$ cat src/rtl/matrix_row_encoder.sv
// Row matrix encoder: gathers p11..p14 serially, emits p11..p14 and z11..z13 with optional single-byte fault injection.
// Latency: codeword valid one cycle after the 4th byte edge; in_ready stays low until the held codeword is accepted.
module matrix_row_encoder (
    input  logic        clk,
    input  logic        rst,
    input  logic        in_valid,
    input  logic [7:0]  in_data,
    output logic        in_ready,
    input  logic        inj_en,
    input  logic [1:0]  inj_sel,
    input  logic [7:0]  inj_mask,
    input  logic        out_ready,
    output logic        out_valid,
    output logic        err,
    output logic [7:0]  p11,
    output logic [7:0]  p12,
    output logic [7:0]  p13,
    output logic [7:0]  p14,
    output logic [7:0]  z11,
    output logic [7:0]  z12,
    output logic [7:0]  z13,
    output logic [15:0] rows_out
);

    typedef enum logic [1:0] {
        COLLECT = 2'd0,
        ENCODE  = 2'd1,
        HOLD    = 2'd2
    } state_t;

    typedef struct packed {
        logic [3:0][7:0] p;
        logic [2:0][7:0] z;
    } cw_t;

    state_t          state_q, state_d;
    logic [1:0]      idx_q, idx_d;
    logic [3:0][7:0] data_q, data_d;
    cw_t             cw_q, cw_d;
    logic [15:0]     rows_q, rows_d;

    always_ff @(posedge clk or posedge rst) begin
        if (rst) begin
            state_q <= COLLECT;
            idx_q   <= 2'd0;
            data_q  <= '0;
            cw_q    <= '0;
            rows_q  <= 16'd0;
        end else begin
            state_q <= state_d;
            idx_q   <= idx_d;
            data_q  <= data_d;
            cw_q    <= cw_d;
            rows_q  <= rows_d;
        end
    end

    always_comb begin
        state_d = state_q;
        idx_d   = idx_q;
        data_d  = data_q;
        cw_d    = cw_q;
        rows_d  = rows_q;
        case (state_q)
            COLLECT: begin
                if (in_valid) begin
                    data_d[idx_q] = in_data;
                    idx_d         = idx_q + 2'd1;
                    if (idx_q == 2'd3) begin
                        idx_d   = 2'd0;
                        state_d = ENCODE;
                    end
                end
            end
            ENCODE: begin
                // Check bytes always come from the clean data so injected faults stay correctable.
                cw_d.z[0] = data_q[0] ^ data_q[1] ^ data_q[2];
                cw_d.z[1] = data_q[0] ^ data_q[1] ^ data_q[3];
                cw_d.z[2] = data_q[0] ^ data_q[2] ^ data_q[3];
                cw_d.p    = data_q;
                if (inj_en) begin
                    cw_d.p[inj_sel] = data_q[inj_sel] ^ inj_mask;
                end
                state_d = HOLD;
            end
            HOLD: begin
                if (out_ready) begin
                    rows_d  = rows_q + 16'd1;
                    state_d = COLLECT;
                end
            end
            default: begin
                state_d = COLLECT;
                idx_d   = 2'd0;
            end
        endcase
    end

    assign in_ready  = (state_q == COLLECT) & ~rst;
    assign out_valid = (state_q == HOLD);
    assign err       = out_valid;
    assign p11       = cw_q.p[0];
    assign p12       = cw_q.p[1];
    assign p13       = cw_q.p[2];
    assign p14       = cw_q.p[3];
    assign z11       = cw_q.z[0];
    assign z12       = cw_q.z[1];
    assign z13       = cw_q.z[2];
    assign rows_out  = rows_q;

endmodule

$ cat config.mk
export PLATFORM = sky130hd
export DESIGN_NAME = matrix_row_encoder
export DESIGN_NICKNAME = d
export VERILOG_FILES = /design/src/rtl/matrix_row_encoder.sv
export SDC_FILE = /design/constraint.sdc
export NUM_CORES = 1
export LEC_CHECK = 0
export ABC_CLOCK_PERIOD_IN_PS = 3100
export CAP_MARGIN = 5
export CORE_MARGIN = 2
export CORE_UTILIZATION = 47
export DETAILED_ROUTE_END_ITERATION = 8
export PLACE_DENSITY_LB_ADDON = 0.1
export RECOVER_POWER = 50
export SYNTH_ARGS = -nofsm -noshare
export SYNTH_HDL_FRONTEND = slang
export SYNTH_SLANG_ARGS = --single-unit
$ cat constraint.sdc
create_clock -name clk -period 3.1 [get_ports clk]
set_input_delay 0.31 -clock clk [delete_from_list [all_inputs] [get_ports clk]]
set_output_delay 0.31 -clock clk [all_outputs]
set_load 0.03 [all_outputs]
### Word level (Yosys, flattened, before mapping)

Index checks and enable logic that the tools add are counted.
W data, S select, Z words.

| storage, ports and cells | value |
|---|---|
| output and inout port bits | 75 |
| register bits | 108 |
| input port bits | 23 |

| operators by class | value |
|---|---|
| eq/ne operators | 6 |
| add/subtract/negate cells | 2 |
| reduce and logical (&&, ||, !) cells | 8 |
| mux-type cells | 16 |
| bitwise gates (word level) | 9 |
| $lt $le $gt $ge | 4 |

Operators by type and width:

| cell | count |
|---|---|
| $bwmux W32 | 2 |
| $xor A8 B8 Y8 | 6 |
| $demux W8 S2 | 2 |
| $mux W32 | 1 |
| $mux W8 | 3 |
| $add A16 B1 Y16 const B | 1 |
| $bmux W8 S2 | 1 |
| $mux W2 | 5 |
| $lt A2 B3 Y1 const B | 2 |
| $ne A2 B2 Y1 const B | 3 |
| $pmux W2 S3 | 1 |
| $reduce_and A2 Y1 | 3 |
| $eq A2 B2 Y1 const B | 2 |
| $ge A2 B1 Y1 const B | 2 |
| $pmux W2 S2 | 1 |
| $reduce_and A3 Y1 | 1 |
| $add A2 B1 Y2 const B | 1 |
| $eq A2 B1 Y1 const B | 1 |
| $logic_and A1 B1 Y1 | 2 |
| $logic_not A2 Y1 | 1 |
| $not A1 Y1 | 2 |
| $reduce_or A2 Y1 | 1 |
| $and A1 B1 Y1 | 1 |

### Longest topological paths before layout

Gate-level depths: netlist (run 1).

| logic depth | value |
|---|---|
| depth after elaboration | 6 |
| gate-level depth with buffers | 6 |
| mapped depth without buffers | 6 |

### Worst setup path after synthesis (run 1)

No wires, ideal clock.

| path | value |
|---|---|
| path kind | register to register |
| start point | register state_q[0] |
| end point | register rows_q[6], in the netlist rows_out[6] |
| setup slack | 1.381 ns |
| cell stages (with the launch flop) | 7 |
| path buffers | 0 |
| arrival time | 1.638 ns |
| setup time | 0.080 ns |
| period minus slack after synthesis | 1.719 ns |
| cells stage by stage | dfrtp_1 inv_1 ha_1 nand3_1 nor2_4 and3_2 xor2_1 |

| on the way | value |
|---|---|
| longest elaborated chain between the ends | 2 |

RTL lines:

| item | RTL line | source |
|---|---|---|
| start, declared | 36 | `state_t state_q, state_d;` |
| start signal, assigned | 50 | `state_q <= state_d;` |
| $eq A2 B2 Y1 | -- |  |
| via err | 14 | `output logic err,` |
| $reduce_and A2 Y1 (no source line) | -- |  |
| end signal, assigned | 54 | `rows_q <= rows_d;` |
| end, declared | 40 | `logic [15:0] rows_q, rows_d;` |

The timed path passes the listed nets, and every way through them passes these cells.
A chain may end at the register's enable or synchronous reset.

### Worst setup path after layout (run 1)

| path | value |
|---|---|
| start point | register state_q[1] |
| end point | register cw_q (netlist bit z12[5]) |

| on the way | value |
|---|---|
| longest elaborated chain between the ends | 1 |

RTL lines:

| item | RTL line | source |
|---|---|---|
| $eq A2 B1 Y1 | 64 | `case (state_q)` |
| end signal, assigned | 53 | `cw_q <= cw_d;` |
| end, declared | 39 | `cw_t cw_q, cw_d;` |

Every way passes these cells.

==> results of run 1 <==
-- routing by layer --
| metal | vias up | routed length [µm] | track usage (%) | part of all wire (%) |
|---|---|---|---|---|
| met5 | - | 0 | 0 | 0 |
| met4 | 0 | 184 | 6.14 | 1.7 |
| met3 | 14 | 471 | 3.92 | 4.4 |
| met2 | 80 | 4980 | 29.4 | 46 |
| met1 | 1681 | 5090 | 27.7 | 47 |
| li1 | 1625 | - | - | - |
-- kinds of logic (layout without fill, tap and decap cells) --
kind of cell | Yosys count | after routing | share of synthesized area, %
compound gates | 39 | 39 | 3.92
xor+xnor | 87 | 87 | 15.0
fa+ha+maj | 10 | 10 | 2.46
buf+inv | 23 | 120 | 2.07
flops | 108 | 108 | 53.2
mux | 57 | 57 | 12.6
simple gates | 105 | 105 | 10.7
-- cell usage in the layout, fill, tap and decap left out, drive strengths merged --
| cell | netlist | final |
|---|---|---|
| dfrtp | 108 | 108 |
| clkdlybuf4s50 | 0 | 95 |
| mux2 | 57 | 57 |
| xnor2 | 52 | 52 |
| nor2 | 36 | 36 |
| xor2 | 35 | 35 |
| a21oi | 34 | 34 |
| nand3 | 28 | 28 |
| nand2 | 20 | 20 |
| clkbuf | 3 | 13 |
| ha | 10 | 10 |
| nand4 | 7 | 7 |
| inv | 6 | 5 |
| o21ai | 4 | 4 |
| and3 | 4 | 4 |
| clkinvlp | 0 | 3 |
| nor2b | 2 | 2 |
| and2b | 2 | 2 |
| and3b | 2 | 2 |
| bufinv | 0 | 2 |
| dlygate4sd3 | 0 | 2 |
| and4 | 2 | 2 |
| nor3 | 1 | 1 |
| nand3b | 1 | 1 |
| a22o | 1 | 1 |
-- power breakdown --
part | switching [mW] | internal [mW]
clock | 0.474 | 0.452
combinational | 1.96 | 1.90
sequential | 0.591 | 2.06
total | 3.03 | 4.42
-- worst min-delay path by stage --
stage,from,endpoint,slack (ns),cells after the start
floorplan,in_data[0],data_q[0],0.46,1
global placement,rows_out[15],rows_out[15],0.46,1
detailed placement,rows_out[15],rows_out[15],0.48,1
CTS,rst,idx_q[1],0.50,3
global route,rows_out[15],rows_out[15],0.51,1
finish,rows_out[15],rows_out[15],0.49,1
-- worst reg2reg max path, cell delays in order (launching register included) --
cell and delay, ns:
dfrtp_1 0.40, inv_1 0.14, ha_1 0.17, clkbuf_2 1.30, mux2_2 0.47
-- sequential cells by signal, summed over array words and instances (netlist names), 8 cells and up --
register  count
data_q       32
p11           8
p12           8
p13           8
p14           8
rows_out     16
z11           8
z12           8
z13           8
-- stage by stage --
step                      setup WS [ns]  instance area (µm²)  utilization [%]  hold WS [ns]  power, mW
after floorplan                    1.38                 5080                -         0.461       5.27
after global placement             1.06                 6180             59.4         0.462       6.50
after detailed placement          0.985                 6180             59.4         0.484       6.58
after CTS                         0.590                 6390             61.4         0.501       7.52
after global routing              0.281                 6350             61.0         0.505       7.93
final                             0.504                 6350             61.0         0.490       7.44
-- cell type report --
type                    count  area [µm²]  area share [%]
clock buffers              11         131            2.07
flip-flops and latches    108        2700            42.5
repair buffers             99         983            15.5
well taps                 136         170            2.68
clock inverters             4        75.1            1.18
inverters                   6        26.3           0.414
multi-input cells         298        2260            35.6
==> metrics.md, run 1 <==
| Metric | Value |
|---|---|
| Gpl congestion | 0.786 |
| Crit-path cells | inv_1 > ha_1 > clkbuf_2 > mux2_2 |
| Critical Path Max Stage Delay | 1.30 ns |
| Initial Utilization | 48.8% |
| Violated checks | capacitance limit, slew limit |
| CP required | 3.35 ns |
| N_diodes | 0 |
| Iteration-0 DRC Markers | 138 |
| Fin nets | 555 |
| Final hold vios | 0 |
| Max VDD drop | 0.731 mV |
| Worst-path maximum fanout | 88 |
| Chip width | 108 µm |
| Worst hold path class | flip-flop to flip-flop |
| Ys async rst share | 100% |
| Area of the die | 11700 µm² |
| Most common cell in the netlist | dfrtp_1 |
| Mapped Area | 5080 µm² |
| Drt pass-1 iters | 4 |
| Library cells used by synthesis | 30 |
| Synth area leaders | dfrtp_1 53%, mux2_2 13%, xnor2_1 9.0%, xor2_1 6.0%, a21oi_1 3.3% |
| WP depth | 4 |
| Critical Path AT | 2.85 ns |
| WP buf/inv | 2 |
| FF-to-FF path depth | 4 |
| Via count | 3400 |
| ANT nets after route | 0 |
| WL final | 10700 µm |
| Tmin final | 2.60 ns |
| Top cell type by total area after synthesis | dfrtp_1 |
| CTS tree | done |
| Vias/cell | 5.14 |
| Critical-path top delay cell | clkbuf_2 |
| Max Cap Viol | 1 |
| Ys flop type | dfrtp_1 |
| Later-pin clock latency in the skew report | 0.37 ns |
| WL/cell | 16.2 µm |
| Post-synth EDFFs | 0 |
| Die height | 108 µm |
| Largest net degree at the start of global routing | 109 |
| CTS Root Cell | clkbuf_8 |
| Cell total after placement | 647 |
| FILL cells | 896 |
| Clock Skew | 0.0114 ns |
| CP startpoint | state_q[1] |
| Cell count after synthesis | 429 |
| WS Path Type | flip-flop to flip-flop |
| Startpoint Class | flip-flop |
| FMAX | 385 MHz |
| Synth top cells by count | 108 x dfrtp_1, 57 x mux2_2, 52 x xnor2_1, 35 x xor2_1 |
| Hpwl dp | 7210 µm |
| Syn. warnings | 0 |
| Crit. End Element | flip-flop |
| Yosys reg bits | 108 |
| Max Slew Vio Count | 89 |
| IO Port Bufs | 97 |
| Initial antenna violation count | 0 |
| RSZ-0062 raised after global routing | false |
| Layout area overhead | 25.1% |
| CTS clk-pin slew, worst paths | 0.10 ns |
| R2R Setup Slk | 0.50 ns |
| First-pass GRT wire length | 17400 µm |
| Vias in the first global route | 3466 |
| Share of cells above drive strength 1 | 15.6% |
| CP delay by family, top | buffers and inverters |
| PostCTS Resize Cnt | 0 |
| Setup crit end | z12[5] |
| RR Endpoint | z12[5] |
| Final Setup Violations | 0 |
| Share of the synthesized area in the top cell type | 53.2% |
| DRC viols | 0 |
| Final Cycle Share | 83.7% |
| Final std cells w/o fill | 662 |
| GRT Overall Usage | 19.3% |
| Syn nets | 462 |
| Syn avg cell area | 11.8 µm² |
| Status | complete, but fails checks |
| Hold_buf cts | 0 |
| Clock buffer depth | 2 |
| Static Leak | 2.60 nW |
| Row Count | 37 |
| CTS Buf Count | 9 |
| GRT Residual Overflow | 0 |
| Setup bufs post-CTS | 0 |
| I/O pin cnt | 98 |
| Core area | 10400 µm² |
| Setup TNS | 0 ns |
| CTS H-tree depth | 3 |
| Relative slew margins | -20.5% |
| Power per cell area | 1170 nW/µm² |
| R2R Path Start | state_q[1] |
| Register area share after synthesis | 53.2% |
| Clk sinks | 108 |
| Worst Max-Slew Pin Slew | 1.81 ns |
No activity file was read; power rests on OpenSTA's default activity.
==> inputs of run 2 (changes only) <==
--- a/config.mk
+++ b/config.mk
@@ -5,7 +5,7 @@
 export SDC_FILE = /design/constraint.sdc
 export NUM_CORES = 1
 export LEC_CHECK = 0
-export ABC_CLOCK_PERIOD_IN_PS = 3100
+export ABC_CLOCK_PERIOD_IN_PS = 2300
 export CAP_MARGIN = 5
 export CORE_MARGIN = 2
 export CORE_UTILIZATION = 47
==> constraint.sdc (replaced) <==
create_clock -name clk -period 2.3 [get_ports clk]
set_input_delay 0.23 -clock clk [delete_from_list [all_inputs] [get_ports clk]]
set_output_delay 0.23 -clock clk [all_outputs]
set_load 0.03 [all_outputs]
==> run 2 against run 1 <==
  * The run now ends clean
  * Die area unchanged
  * Non-clock buffer count rose by 2
  * Clock power grew 24%
  * Register-to-register slack worse by 0.20 ns
  * Sequential power rose by 34%
  * Clock skew rose by 0.0038 ns
  * Critical path depth unchanged
  * Global-route usage shrank 0.38 points
  * Design area is 0.16% higher
  * Power rose by 33%
==> metrics.md, run 2 (same netlist as run 1, synthesis figures left out) <==
| Metric | Value |
|---|---|
| Status | finished, final reports clean |
| PostCTS Resize Cnt | 0 (unchanged) |
| Critical Path AT | 1.90 ns (-0.95 ns) |
| Final hold vios | 0 (unchanged) |
| DRC viols | 0 (unchanged) |
| CTS Buf Count | 9 (unchanged) |
| Max Slew Vio Count | 0 (-100%) |
| Clock Skew | 0.0151 ns (+0.00378 ns) |
| Met1 GRT Util | 26.2% (-1.6 points) |
| Sequential fraction of design power | 35.9% (+0.2 points) |
| RSZ-0062 raised after global routing | false |
| Max VDD drop | 0.987 mV (+35%) |
| GRT Residual Overflow | 0 (unchanged) |
| Initial Utilization | 48.8% (unchanged) |
| Via count | 3352 (-1.4%) |
| WL/cell | 15.6 µm (-3.6%) |
| Largest net degree at the start of global routing | 109 (unchanged) |
| FILL cells | 884 (-1.3%) |
| Overall power | 9.89 mW (+33%) |
| Later-pin clock latency in the skew report | 0.37 ns (about the same) |
| CTS Root Cell | clkbuf_8 |
| Static Leak | 2.61 nW (+0.31%) |
| Startpoint Class | flip-flop |
| Multi-input combinational cell area | 2270 µm² (+0.33%) |
| Setup TNS | 0 ns (unchanged) |
| Vias in the first global route | 3346 (-3.5%) |
| Row Count | 37 (unchanged) |
| Max Cap Viol | 0 (-1) |
| Drt pass-1 iters | 4 (unchanged) |
| Final Setup Violations | 0 (unchanged) |
| Iteration-0 DRC Markers | 146 (+5.8%) |
| Hold_buf cts | 0 (unchanged) |
| Clock share of power | 11.6% (-0.8 points) |
| Clock buffer depth | 2 (unchanged) |
| Tmin final | 2.13 ns |
| Initial antenna violation count | 0 (unchanged) |
| Fin nets | 557 (+0.36%) |
| WL final | 10400 µm (-3.1%) |
| Most crowded layer after global routing | met2 |
| Most frequent cells in the layout | 108 x dfrtp_1, 96 x clkdlybuf4s50_1, 57 x mux2_2 |
| Global Route met2 Usage | 29.9% (+0.49 points) |
| Core area | 10400 µm² (unchanged) |
| Sequential standard cell area | 2700 µm² (unchanged) |
| Gpl congestion | 0.781 (-0.55%) |
| Psw | 4.05 mW (+34%) |
| Vias/cell | 5.04 (-1.9%) |
| Die height | 108 µm (unchanged) |
| Area of the die | 11700 µm² (unchanged) |
| Relative slew margins | 1.72% (+22 points) |
| ANT nets after route | 0 (unchanged) |
| IO Port Bufs | 97 (unchanged) |
| Share of cells above drive strength 1 | 16.3% (+0.67 points) |
| CTS H-tree depth | 3 (unchanged) |
| Setup bufs post-CTS | 0 (unchanged) |
| Hpwl dp | 7180 µm (-0.42%) |
| Largest register FFs | 32 (unchanged) |
| Layout area overhead | 25.3% |
| Worst hold path class | flip-flop to flip-flop |
| FMAX | 471 MHz |
| CP required | 2.07 ns (-1.28 ns) |
| Gate power share | 52.5% (+0.6 points) |
| GRT Overall Usage | 18.9% (-0.38 points) |
| CTS clk-pin slew, worst paths | 0.10 ns (about the same) |
| First-pass GRT wire length | 17200 µm (-0.99%) |
| I/O pin cnt | 98 (unchanged) |
| Crit. End Element | output port |
| Switching Fraction | 40.9% (+0.26 points) |
| Worst-path maximum fanout | 4 (-95%) |
| Commonest non-fill, non-tap cell in the layout | dfrtp_1 |
| Clk sinks | 108 (unchanged) |
| Biggest register | data_q |
| Worst Max-Slew Pin Slew | 1.47 ns (-0.333 ns) |
| Final Cycle Share | 92.4% |
| Pint | 5.84 mW (+32%) |
| CTS tree | done |
| Power per cell area | 1550 nW/µm² (+33%) |
| Chip width | 108 µm (unchanged) |
| N_diodes | 0 (unchanged) |
| Met3 usage | 4.16% (+0.24 points) |
| WS Path Type | flip-flop to output port |
==> run 2: final timing paths <==
kind	startpoint	end	slack, ns	cells after the start
worst min register to register	rows_out[12]	rows_out[12]	0.49	1
min in group asynchronous	rst	state_q[1]	0.85	3
worst max-delay path	state_q[0]	in_ready	0.17	4
max in group asynchronous	rst	data_q[8]	0.46	3
worst max register to register	state_q[1]	z11[4]	0.30	4
worst min-delay path	rows_out[12]	rows_out[12]	0.49	1
==> run 2: power by group through the flow <==
stage	registers, mW	logic [mW]	clock network, mW
2_1_floorplan	4.51	2.59	0
3_3_place_gp	3.56	5.22	0
3_5_place_dp	3.59	5.28	0
4_1_cts	3.56	5.30	1.20
5_1_grt	3.67	5.66	1.27
6_report	3.55	5.20	1.15
==> run 2: per-layer routing <==
metal,vias to the layer above,wire [µm]
met2,86,4900
li1,1634,-
met3,11,549
met5,-,0
met1,1621,4800
met4,0,135
==> run 2: cell type report <==
type                    instances  area share, %
flip-flops and latches        108           42.5
repair buffers                101           15.7
inverters                       6          0.413
clock inverters                 5          0.944
clock buffers                  11           2.06
multi-input cells             298           35.7
well taps                     136           2.67
==> run 2: critical path, stage by stage, from the launching register on <==
cell and delay, ns:
dfrtp_1 0.41, inv_1 0.12, ha_1 0.18, nor2b_1 0.14, clkdlybuf4s50_1 0.68
==> run 2: stage by stage <==
step	area, µm²	setup WS [ns]	util, %	hold slack, ns	instances
5_1_grt	6360	0.0437	61.1	0.508	665
3_3_place_gp	6200	0.553	59.5	0.462	649
2_1_floorplan	5080	0.581	-	0.381	429
4_1_cts	6390	0.128	61.4	0.425	665
6_report	6360	0.175	61.1	0.495	665
3_5_place_dp	6200	0.534	59.5	0.474	649
==> inputs of run 3 (changes only) <==
--- a/config.mk
+++ b/config.mk
@@ -7,8 +7,10 @@
 export LEC_CHECK = 0
 export ABC_CLOCK_PERIOD_IN_PS = 2300
 export CAP_MARGIN = 5
+export CELL_PAD_IN_SITES_DETAIL_PLACEMENT = 1
+export CELL_PAD_IN_SITES_GLOBAL_PLACEMENT = 1
 export CORE_MARGIN = 2
-export CORE_UTILIZATION = 47
+export CORE_UTILIZATION = 37
 export DETAILED_ROUTE_END_ITERATION = 8
 export PLACE_DENSITY_LB_ADDON = 0.1
 export RECOVER_POWER = 50
==> run 3 against run 2 <==
  * The flow now finishes with violations (slew limit)
  * First-iteration DRC count is 29% lower
  * Setup slack better by 0.014 ns
  * Critical path depth stayed put
  * Clock power is 54% higher
  * Highest routed layer unchanged
==> metrics.md, run 3 (same netlist as run 1, synthesis figures left out) <==
| Metric | Value |
|---|---|
| Status | complete, but fails checks |
| Violated checks | slew limit |
| DRC viols | 0 (unchanged) |
| Initial antenna violation count | 0 (unchanged) |
| Clk sinks | 108 (unchanged) |
| First-pass GRT wire length | 19300 µm (+12%) |
| Final Cycle Share | 91.8% (-0.59 points) |
| Max Cap Viol | 0 (unchanged) |
| CTS Buf Count | 9 (unchanged) |
| Gpl congestion | 0.750 (-4.0%) |
| Vias/cell | 4.91 (-2.5%) |
| CTS Root Cell | clkbuf_16 |
| Switching Fraction | 39.6% (-1.3 points) |
| Via count | 3468 (+3.5%) |
| Hpwl dp | 8210 µm (+14%) |
| Clock Skew | 0.00537 ns (-0.00976 ns) |
| WL/cell | 16.8 µm (+7.6%) |
| Max VDD drop | 0.862 mV (-13%) |
| PostCTS Resize Cnt | 0 (unchanged) |
| Tmin final | 2.11 ns (-0.0135 ns) |
| Worst-path maximum fanout | 4 (unchanged) |
| Hold WS | 0.483 ns (-0.0122 ns) |
| Post-DP Area | 6260 µm² (+0.93%) |
| Pint | 6.40 mW (+9.6%) |
| Sequential fraction of design power | 33.6% (-2.3 points) |
| CTS tree | done |
| Clock buffer depth | 2 (unchanged) |
| Largest net degree at the start of global routing | 109 (unchanged) |
| Crit. End Element | output port |
| Psw | 4.20 mW (+3.7%) |
| WP buf/inv | 2 (unchanged) |
| R2R Setup Slk | 0.22 ns (-0.08 ns) |
| I/O pin cnt | 98 (unchanged) |
| GRT Overall Usage | 17.1% (-1.8 points) |
| Fin nets | 558 (+0.18%) |
| Setup bufs post-CTS | 0 (unchanged) |
| Final Cell Area | 6570 µm² (+3.2%) |
| Critical Path AT | 1.88 ns (-0.02 ns) |
| Initial Utilization | 38.1% (-11 points) |
| Static Leak | 2.68 nW (+2.8%) |
| GRT Residual Overflow | 0 (unchanged) |
| Largest register FFs | 32 (unchanged) |
| CP required | 2.07 ns (about the same) |
| Worst hold path class | flip-flop to flip-flop |
| Later-pin clock latency in the skew report | 0.36 ns (about the same) |
| Gate power share | 49.7% (-2.8 points) |
| Startpoint Class | flip-flop |
| CP delay by family, top | buffers and inverters |
| Share of cells above drive strength 1 | 16.8% (+0.54 points) |
| IO Port Bufs | 97 (unchanged) |
| Area of the die | 14700 µm² (+26%) |
| Layout area overhead | 29.3% |
| Critical Path Max Stage Delay | 0.68 ns (about the same) |
| CTS clk-pin slew, worst paths | 0.07 ns (-0.03 ns) |
| Die height | 121 µm (+12%) |
| WL final | 11900 µm (+14%) |
| Critical-path top delay cell | clkdlybuf4s50_1 |
| Drt pass-1 iters | 4 (unchanged) |
| Hold_buf cts | 0 (unchanged) |
| CTS H-tree depth | 3 (unchanged) |
| Commonest non-fill, non-tap cell in the layout | dfrtp_1 |
| Final Setup Violations | 0 (unchanged) |
| Power per cell area | 1610 nW/µm² (+3.8%) |
| Most frequent cells in the layout | 108 x dfrtp_1, 96 x clkdlybuf4s50_1, 57 x mux2_2 |
| N_diodes | 0 (unchanged) |
| Worst Max-Slew Pin Slew | 1.51 ns (+0.0393 ns) |
| WS Path Type | flip-flop to output port |
| RSZ-0062 raised after global routing | false |
| Max Slew Vio Count | 108 (+108) |
| Clock share of power | 16.7% (+5.1 points) |
| Relative slew margins | -0.898% (-2.6 points) |
| Chip width | 121 µm (+12%) |
| ANT nets after route | 0 (unchanged) |
| Final hold vios | 0 (unchanged) |
| Iteration-0 DRC Markers | 104 (-29%) |
| Crit-path cells | inv_1 > ha_1 > nor2b_1 > clkdlybuf4s50_1 |
| Core area | 13300 µm² (+28%) |
| Vias in the first global route | 3797 (+13%) |
| FMAX | 474 MHz (+0.64%) |
| Biggest register | data_q |
| Setup TNS | 0 ns (unchanged) |
| Row Count | 42 (+14%) |
==> run 3: cell count changes in the layout (fill, tap and decap cells not counted), sizes merged <==
cell,change
buf,+1
bufinv,+2
clkbuf,-2
clkinvlp,+1
inv,-1
==> run 3: final timing paths <==
kind                                end  cells past startpoint    startpoint
max in group asynchronous    data_q[16]                      3           rst
hold / removal             rows_out[15]                      1  rows_out[15]
min in group asynchronous      idx_q[0]                      3           rst
setup / recovery               in_ready                      4    state_q[0]
hold reg to reg            rows_out[15]                      1  rows_out[15]
setup reg to reg                 z13[1]                      4    state_q[1]
==> run 3: cell type report <==
type / instances / area (µm²)
fill: 1434 / 6780
sequential: 108 / 2700
multi-input combinational: 298 / 2270
timing repair buffer: 102 / 1010
clock buffer: 9 / 225
tap: 176 / 220
clock inverter: 7 / 115
inverter: 6 / 26.3
==> run 3: metal layers <==
layer	GRT usage, %	vias to the layer above	part of all wire, %
li1	-	1639	-
met1	21.6	1750	44
met2	28.7	66	50
met3	3.52	13	4.4
met4	6.68	0	1.7
met5	0	-	0
==> run 3: per-stage QoR <==
| stage | utilization, % | worst slack, ns | power, mW | cells |
|---|---|---|---|---|
| floorplan | - | 0.581 | 7.10 | 429 |
| global placement | 46.9 | 0.501 | 8.83 | 690 |
| detailed placement | 46.9 | 0.475 | 8.97 | 690 |
| CTS | 49.4 | 0.137 | 10.8 | 706 |
| global route | 49.2 | 0.0676 | 11.3 | 706 |
| finish | 49.2 | 0.188 | 10.6 | 706 |
==> run 3: worst register-to-register path: cells and delay by family, from the launching register on <==
kind	cells	cell delay, ns
adders and majority gates	1	0.17
DFF	1	0.38
buffers and inverters	2	0.94
muxes	1	0.48
==> run 3: power by group through the flow <==
stage	Combinational (mW)	Sequential, mW	Clock [mW]
floorplan	2.59	4.51	0
global placement	5.26	3.57	0
detailed placement	5.36	3.61	0
CTS	5.40	3.58	1.81
global route	5.72	3.70	1.87
finish	5.27	3.56	1.77
